--- src/rtl/cp0_exc_ctrl.sv ---
// Picks one exception, interrupt or ERET per instruction boundary and writes CP0.
// The CP0 write lands one cycle after the event is sampled, and the flush/redirect lands one cycle after that.
module cp0_exc_ctrl #(
   parameter int                WIDTH      = 32,
   parameter logic [WIDTH-1:0]  EXC_VECTOR = 32'hBFC00380
) (
   input  logic             clk,
   input  logic             rst,
   input  logic             commit_valid,
   input  logic [WIDTH-1:0] commit_pc,
   input  logic             commit_in_ds,
   input  logic             exc_valid,
   input  logic [4:0]       exc_code,
   input  logic [WIDTH-1:0] exc_badvaddr,
   input  logic             eret_valid,
   input  logic [WIDTH-1:0] status_in,
   input  logic [WIDTH-1:0] cause_in,
   input  logic [WIDTH-1:0] epc_in,
   input  logic [5:0]       hw_int,
   output logic [WIDTH-1:0] cp0_we,
   output logic [WIDTH-1:0] cp0_epc,
   output logic [WIDTH-1:0] cp0_badvaddr,
   output logic             cp0_exl,
   output logic             cp0_bd,
   output logic [4:0]       cp0_exc_code,
   output logic             stall,
   output logic             flush,
   output logic             redirect_valid,
   output logic [WIDTH-1:0] redirect_pc
);

   typedef enum logic [1:0] {IDLE, WRITE, REDIRECT} state_t;

   state_t           state;
   logic             kind_eret;
   logic             int_pending;
   logic             sel_int;
   logic             sel_exc;
   logic             sel_eret;
   logic             event_sel;
   logic             badv_code;
   logic [WIDTH-1:0] epc_val;
   logic [WIDTH-1:0] next_we;
   logic             unused_bits;

   assign unused_bits = ^{status_in[WIDTH-1:16], status_in[7:2], cause_in[WIDTH-1:10], cause_in[7:0]};

   assign int_pending = status_in[0] & ~status_in[1] & (|(status_in[15:8] & {hw_int, cause_in[9:8]}));
   assign sel_int     = commit_valid & int_pending;
   assign sel_exc     = commit_valid & ~int_pending & exc_valid;
   assign sel_eret    = commit_valid & ~int_pending & ~exc_valid & eret_valid;
   assign event_sel   = (state == IDLE) & (sel_int | sel_exc | sel_eret);
   assign badv_code   = sel_exc & (exc_code >= 5'd1) & (exc_code <= 5'd5);
   assign epc_val     = commit_in_ds ? commit_pc - WIDTH'(4) : commit_pc;

   assign stall       = (state != IDLE) | event_sel;
   // EPC is untouched by an ERET write, so the live value is safe to use here.
   assign redirect_pc = redirect_valid ? (kind_eret ? epc_in : EXC_VECTOR) : '0;

   always_comb begin
      next_we     = '0;
      next_we[12] = 1'b1;
      if (!sel_eret) begin
         next_we[13] = 1'b1;
         next_we[14] = 1'b1;
         next_we[8]  = badv_code;
      end
   end

   always_ff @(posedge clk) begin
      if (rst) begin
         state          <= IDLE;
         kind_eret      <= 1'b0;
         cp0_we         <= '0;
         cp0_epc        <= '0;
         cp0_badvaddr   <= '0;
         cp0_exl        <= 1'b0;
         cp0_bd         <= 1'b0;
         cp0_exc_code   <= '0;
         flush          <= 1'b0;
         redirect_valid <= 1'b0;
      end else begin
         case (state)
            IDLE: begin
               flush          <= 1'b0;
               redirect_valid <= 1'b0;
               if (event_sel) begin
                  state        <= WRITE;
                  kind_eret    <= sel_eret;
                  cp0_we       <= next_we;
                  cp0_epc      <= sel_eret ? '0 : epc_val;
                  cp0_badvaddr <= badv_code ? exc_badvaddr : '0;
                  cp0_exl      <= ~sel_eret;
                  cp0_bd       <= sel_eret ? 1'b0 : commit_in_ds;
                  cp0_exc_code <= sel_exc ? exc_code : 5'd0;
               end
            end
            WRITE: begin
               state          <= REDIRECT;
               cp0_we         <= '0;
               cp0_epc        <= '0;
               cp0_badvaddr   <= '0;
               cp0_exl        <= 1'b0;
               cp0_bd         <= 1'b0;
               cp0_exc_code   <= '0;
               flush          <= 1'b1;
               redirect_valid <= 1'b1;
            end
            REDIRECT: begin
               state          <= IDLE;
               flush          <= 1'b0;
               redirect_valid <= 1'b0;
            end
            default: state <= IDLE;
         endcase
      end
   end

endmodule

--- config.mk ---
export PLATFORM = sky130hd
export DESIGN_NAME = cp0_exc_ctrl
export DESIGN_NICKNAME = d
export VERILOG_FILES = /design/src/rtl/cp0_exc_ctrl.sv
export SDC_FILE = /design/constraint.sdc
export NUM_CORES = 1
export LEC_CHECK = 0
export ABC_AREA = 1
export BUFFER_PORTS_ARGS = -buffer_cell sky130_fd_sc_hd__buf_2
export CORE_AREA = 2 2 124 126
export DETAILED_ROUTE_END_ITERATION = 7
export DIE_AREA = 0 0 126 128
export PLACE_DENSITY_LB_ADDON = 0.1
export SETUP_SLACK_MARGIN = 0.2
export SYNTH_ARGS = -nofsm -noshare
export SYNTH_HDL_FRONTEND = slang
export SYNTH_SLANG_ARGS = --single-unit
--- constraint.sdc ---
create_clock -name clk -period 1.65 [get_ports clk]
set_input_delay 0.165 -clock clk [delete_from_list [all_inputs] [get_ports clk]]
set_output_delay 0.165 -clock clk [all_outputs]
set_load 0.01 [all_outputs]
## Yosys cells after proc, flatten, opt, wreduce, memory -nomap -nowiden

Cells that the tools add are included.

| operators by class | value |
|---|---|
| add/sub/neg operators | 1 |
| magnitude comparators | 2 |
| equality and inequality tests | 3 |
| mux-type cells | 24 |
| bitwise gates (word level) | 18 |
| reductions and logical operators | 8 |

Operator list:

| kind | number |
|---|---|
| 32-bit two-way mux | 8 |
| 32-bit case mux with 2 select lines | 3 |
| 32-bit by 3-bit subtractor with 32-bit output, second input constant | 1 |
| 1-bit bitwise AND | 10 |
| 5-bit two-way mux | 2 |
| 5-bit case mux with 2 select lines | 1 |
| 8-bit bitwise AND | 1 |
| 8-bit OR reduction | 1 |
| 1-bit case mux with 2 select lines | 3 |
| 2-bit nonzero test | 3 |
| 5-bit by 1-bit >= comparator with 1-bit output, second input constant | 1 |
| 5-bit by 3-bit less-or-equal comparator with 1-bit output, second input constant | 1 |
| 1-bit two-way mux | 4 |
| 2-bit two-way mux | 2 |
| 1-bit NOT | 4 |
| 2-bit case mux with 2 select lines | 1 |
| 2-bit AND reduction | 2 |
| 1-bit OR | 3 |
| 2-bit by 1-bit == test with 1-bit output, second input constant | 1 |
| 2-bit == test, second input constant | 1 |
| 2-bit logical NOT | 1 |
| 2-bit != test, second input constant | 1 |
| 2-bit OR reduction | 1 |

| storage, ports and cells | value |
|---|---|
| bits in registers | 107 |
| input port bits | 177 |
| output and inout port bits | 138 |
| logic and storage cells | 65 |

## Depth between registers and ports, before layout

| logic depth | value |
|---|---|
| word-level depth | 11 |
| depth in mapped cells | 12 |
| depth with buffers taken out | 11 |

## Worst setup path after synthesis

No wires, ideal clock.

| timing path | value |
|---|---|
| path kind | register to register |
| from | register state[0] |
| to | register cp0_badvaddr[19] |
| arrival | 1.213 ns |
| required time | 1.580 ns |
| setup slack | 0.367 ns |
| stages on the path, launching flop included | 8 |
| path buffers | 2 |
| cell sequence | dfxtp_1 nor2_1 nand4_1 and2b_1 buf_4 buf_6 nand2_1 a21oi_1 |

| on the way | value |
|---|---|
| word-level cells in the longest chain between the ends | 4 |
| elaborated cells between the ends (all ways) | 7 |
| classes of those cells | 2 x eq/ne; 1 x mux; 1 x bitwise; 3 x reduce/logical |

RTL lines:

| element | RTL line | text |
|---|---|---|
| from (decl) | 34 | `state_t state;` |
| from (signal assigned) | 72 | `state <= IDLE;` |
| from (signal assigned) | 88 | `state <= WRITE;` |
| from (signal assigned) | 99 | `state <= REDIRECT;` |
| 2-bit logical NOT | 52, 83 |  |
| 1-bit bitwise AND | 52 | `assign event_sel = (state == IDLE) & (sel_int \| sel_exc \| sel_eret);` |
| 2-bit != test (no source line) | - |  |
| 2-bit AND reduction (no source line) | - |  |
| to (signal assigned) | 92 | `cp0_badvaddr <= badv_code ? exc_badvaddr : '0;` |
| to (decl) | 22 | `output logic [WIDTH-1:0] cp0_badvaddr,` |

Parallel ways exist; a longest one is shown, timed or not.
A chain may end at the register's enable or synchronous reset.

## Worst setup path in the final report

| timing path | value |
|---|---|
| from | register redirect_valid |
| to | output redirect_pc[24] |

| on the way | value |
|---|---|
| word-level cells in the longest chain between the ends | 1 |

RTL lines:

| element | RTL line | text |
|---|---|---|
| from (decl) | 28 | `output logic redirect_valid,` |
| from (signal assigned) | 81 | `redirect_valid <= 1'b0;` |
| from (signal assigned) | 86 | `redirect_valid <= 1'b0;` |
| from (signal assigned) | 107 | `redirect_valid <= 1'b1;` |
| 32-bit two-way mux | 58 | `assign redirect_pc = redirect_valid ? (kind_eret ? epc_in : EXC_VECTOR) : '0;` |
| to (decl) | 29 | `output logic [WIDTH-1:0] redirect_pc` |

Every way passes these cells.

==> results.md <==
Die:
- The I/O pin count is 315.
- The placement row count is 45.
- The area of the die is 16100 µm².
- In this run the vertical extent of the chip is 128 µm.
- The core area is 14900 µm².
- The initial utilization of the core area, before any placement, comes to 27.4%.
- The floorplan step set the die width to 126 µm.

Detailed routing:
- In the routed design, unresolved DRC markers number 0.
- The first-pass detailed-route iteration total is 4.
- The per-cell via count in the routed design is 4.28.
- The detailed router finished its first iteration with 115 violations.
- The post-detailed-route wirelength per cell is 12.7 µm.
- The count of vias placed by the detailed router is 4522.
- For this block, the routed nets add up to 13400 µm of wire.
- In this run the remaining antenna-violating nets after routing total 0.

Layout:
- The net count reported at finish is 1042.
- The repair_antennas step left the layout with diodes totalling 0.
- Of the cells placed in the final design, the portion with a size suffix greater than 1 is 34.8%.
- The finished layout cell area is 5810 µm².
- The utilization after layout is 39.1%.
- From synthesis to final layout, the design area changed by 42.8%.

Hold path:
- The min-delay analysis places its worst path in the category input pin to flop.

Synthesis:
- The count of state elements after synthesis is 77.
- The count of unique library cells instantiated by Yosys is 27.
- The most used flip-flop cell after synthesis is sky130_fd_sc_hd__dfxtp_1.
- The number of warnings printed during yosys synthesis is 0.
- The post-synthesis async set-or-reset flop share is 0%.
- The gate count of the mapped netlist is 623.
- The synthesized netlist occupies a cell area of 4070 µm².
- The sequential share of the synthesized area is 37.9%.
- The average instance in the mapped netlist occupies 6.53 µm².
- Yosys mapped a number of flops with a built-in enable equal to 0.

Clock network:
- Clock-pin slew was measured on the worst setup and hold paths at 0.06 ns.
- The clock passes through at most 2 buffers.
- TritonCTS built the clock tree.
- The H-tree depth is 3.
- The cell chosen for the clock root is sky130_fd_sc_hd__clkbuf_16.
- Counting every sink on the clock net gives 77.
- The clock network latency to the later pin of the worst-skew pair is 0.34 ns.
- The number of buffers created by CTS is 9.

Timing:
- The number of slew-limit violations in the final report is 0.
- The final critical path time including I/O delays and setup is 1.38 ns.
- The number of setup violations in the final report is 0.
- Of the available clock period, the critical path in the final layout requires 83.9%.
- Setup slack closes at 0.266 ns.
- Summed over all failing endpoints, the final setup total negative slack is 0 ns.
- Setup repair after global routing could not meet its margin everywhere.
- Based on the critical path, the design can be clocked at up to 723 MHz.
- The clock arrives with 0.00696 ns of skew.
- The total count of hold-check failures in the final report is 0.

Power:
- Power spread over the standard cell area amounts to 832 nW/µm².
- The worst ir drop on vdd is 0.436 mV.
- Summed over all cells, the static leakage comes to 3.01 nW.

Worst setup path:
- STA classifies the critical path startpoint as a flop.
- The kind of capture point of the worst setup path is a primary output.
- The kind of critical path is flop to primary output.
- The peak fanout along the critical path is 11.
- For the worst setup path, the data arrival time is 1.22 ns.
- The critical path data required time is 1.48 ns.

Placed design:
- Summed over all nets, the half-perimeter wirelength after detailed placement is 10500 µm.
- The number of input and output port buffers inserted is 234.
- The routability-driven placement congestion ratio is 0.824.
- Prior to clock tree synthesis, the placed netlist has a worst setup slack of 0.0305 ns.
- In this run the cell area measured after placement is 5410 µm².

Job:
- Across the run, the number of max-cap violations was 0.

Global route:
- The number of global-route vias before repair came to 4299.
- The wire length of the first global-routing pass is 21200 µm.
- Global routing used 16.4% of the available tracks.
- Summed over all layers, the global routing overflow is 0.
- The pin count of the biggest net entering global routing is 43.
- The initial antenna violation count came to 0.

Status:
- The run finished with clean final reports.
-- flip-flops by register name (all words and copies together) (netlist names) --
name	flops
cp0_we	3
kind_eret	1
redirect_valid	1
cp0_exc_code	5
state	2
cp0_epc	32
cp0_bd	1
cp0_badvaddr	32
-- kinds of logic (layout without fill, tap and decap cells) --
family	count (synthesis)	in the layout	synth area share [%]
flip-flops	77	77	37.9
AO/OA/AOI/OAI	76	76	9.47
XOR/XNOR	24	24	5.17
adder cells (fa/ha/maj)	1	1	0.308
buffers and inverters	111	330	13.9
other	1	28	0.0922
AND/OR/NAND/NOR	333	333	33.2
-- cell usage in the layout (no fill, tap or decap), types with 10 or more instances in the layout --
master and instances:
sky130_fd_sc_hd__buf_2 234, sky130_fd_sc_hd__nand2_1 195, sky130_fd_sc_hd__nor2_1 92, sky130_fd_sc_hd__dfxtp_1 75, sky130_fd_sc_hd__a21oi_1 73, sky130_fd_sc_hd__inv_1 48
sky130_fd_sc_hd__conb_1 28, sky130_fd_sc_hd__buf_4 20, sky130_fd_sc_hd__xor2_1 14, sky130_fd_sc_hd__nand3_1 13, sky130_fd_sc_hd__nor2_2 10, sky130_fd_sc_hd__xnor2_1 10
-- metal layers --
metal / track usage [%] / share of wire (%)
met4: 5.24 / 1.8
met5: 0 / 0
met1: 18.4 / 41
met2: 29.9 / 50
met3: 4.55 / 6.7
-- critical path: stages, from the launching register on --
cell and delay [ns]:
sky130_fd_sc_hd__dfxtp_4 0.38, sky130_fd_sc_hd__clkinvlp_4 0.08, sky130_fd_sc_hd__buf_4 0.17, sky130_fd_sc_hd__nor2_1 0.11, sky130_fd_sc_hd__buf_2 0.14
-- cell usage after synthesis (2+ instances only) --
master / n / area (µm²)
sky130_fd_sc_hd__nor2_2: 6 / 37.5
sky130_fd_sc_hd__buf_2: 8 / 40.0
sky130_fd_sc_hd__buf_4: 35 / 263
sky130_fd_sc_hd__nor3_1: 4 / 20.0
sky130_fd_sc_hd__nand4_1: 8 / 50.1
sky130_fd_sc_hd__nand3_2: 3 / 30.0
sky130_fd_sc_hd__nand3_1: 13 / 65.1
sky130_fd_sc_hd__xor2_1: 14 / 123
sky130_fd_sc_hd__or2_2: 2 / 12.5
sky130_fd_sc_hd__clkbuf_1: 13 / 48.8
sky130_fd_sc_hd__dfxtp_1: 77 / 1540
sky130_fd_sc_hd__inv_2: 3 / 11.3
sky130_fd_sc_hd__a21oi_1: 73 / 365
sky130_fd_sc_hd__xnor2_1: 10 / 87.6
sky130_fd_sc_hd__nand2_1: 196 / 736
sky130_fd_sc_hd__a211oi_1: 2 / 15.0
sky130_fd_sc_hd__inv_1: 50 / 188
sky130_fd_sc_hd__nor2_1: 97 / 364
-- report_power, final --
| group | total [W] | internal [W] | switching (W) |
|---|---|---|---|
| Clock | 0.00205 | 0.00120 | 0.000857 |
| Combinational | 0.000812 | 0.000335 | 0.000477 |
| Sequential | 0.00197 | 0.00193 | 0.0000390 |
| Total | 0.00483 | 0.00346 | 0.00137 |
-- through the flow --
step / total power [W] / hold slack [ns] / cells
finish: 0.00483 / 0.0617 / 1057
floorplan: 0.00247 / 0.308 / 650
CTS: 0.00491 / 0.0478 / 1052
global route: 0.00511 / 0.0566 / 1057
global placement: 0.00281 / 0.419 / 1035
detailed placement: 0.00281 / 0.420 / 1035
-- timing repair --
item                                    4_1_cts  5_1_grt
hold buffers                                  0        0
setup buffers                                 0        5
gates resized for setup                       5       12
pin swaps                                     0        1
gates cloned                                  1        0
endpoints found under the setup margin       40       62
-- area by class of cell --
class / instances / area, µm²
clock buffer: 9 / 225
multi-input combinational: 462 / 2090
timing repair inverter: 1 / 7.51
sequential: 77 / 1550
clock inverter: 7 / 78.8
tap: 188 / 235
fill: 1645 / 9060
timing repair buffer: 259 / 1410
inverter: 54 / 210
-- path summary, 6_finish.rpt --
kind | cells past startpoint | slack, ns | endpoint | startpoint
min reg2reg | 2 | 0.46 | cp0_epc[18]$_SDFFE_PP0P_ | cp0_epc[18]$_SDFFE_PP0P_
max | 4 | 0.27 | redirect_pc[24] | redirect_valid$_SDFFE_PP0P_
max reg2reg | 6 | 0.34 | cp0_badvaddr[0]$_SDFFE_PP0P_ | state[0]$_SDFFE_PP0P_
min | 3 | 0.06 | cp0_badvaddr[13]$_SDFFE_PP0P_ | exc_badvaddr[13]
No activity file was read; power rests on OpenSTA's default activity.
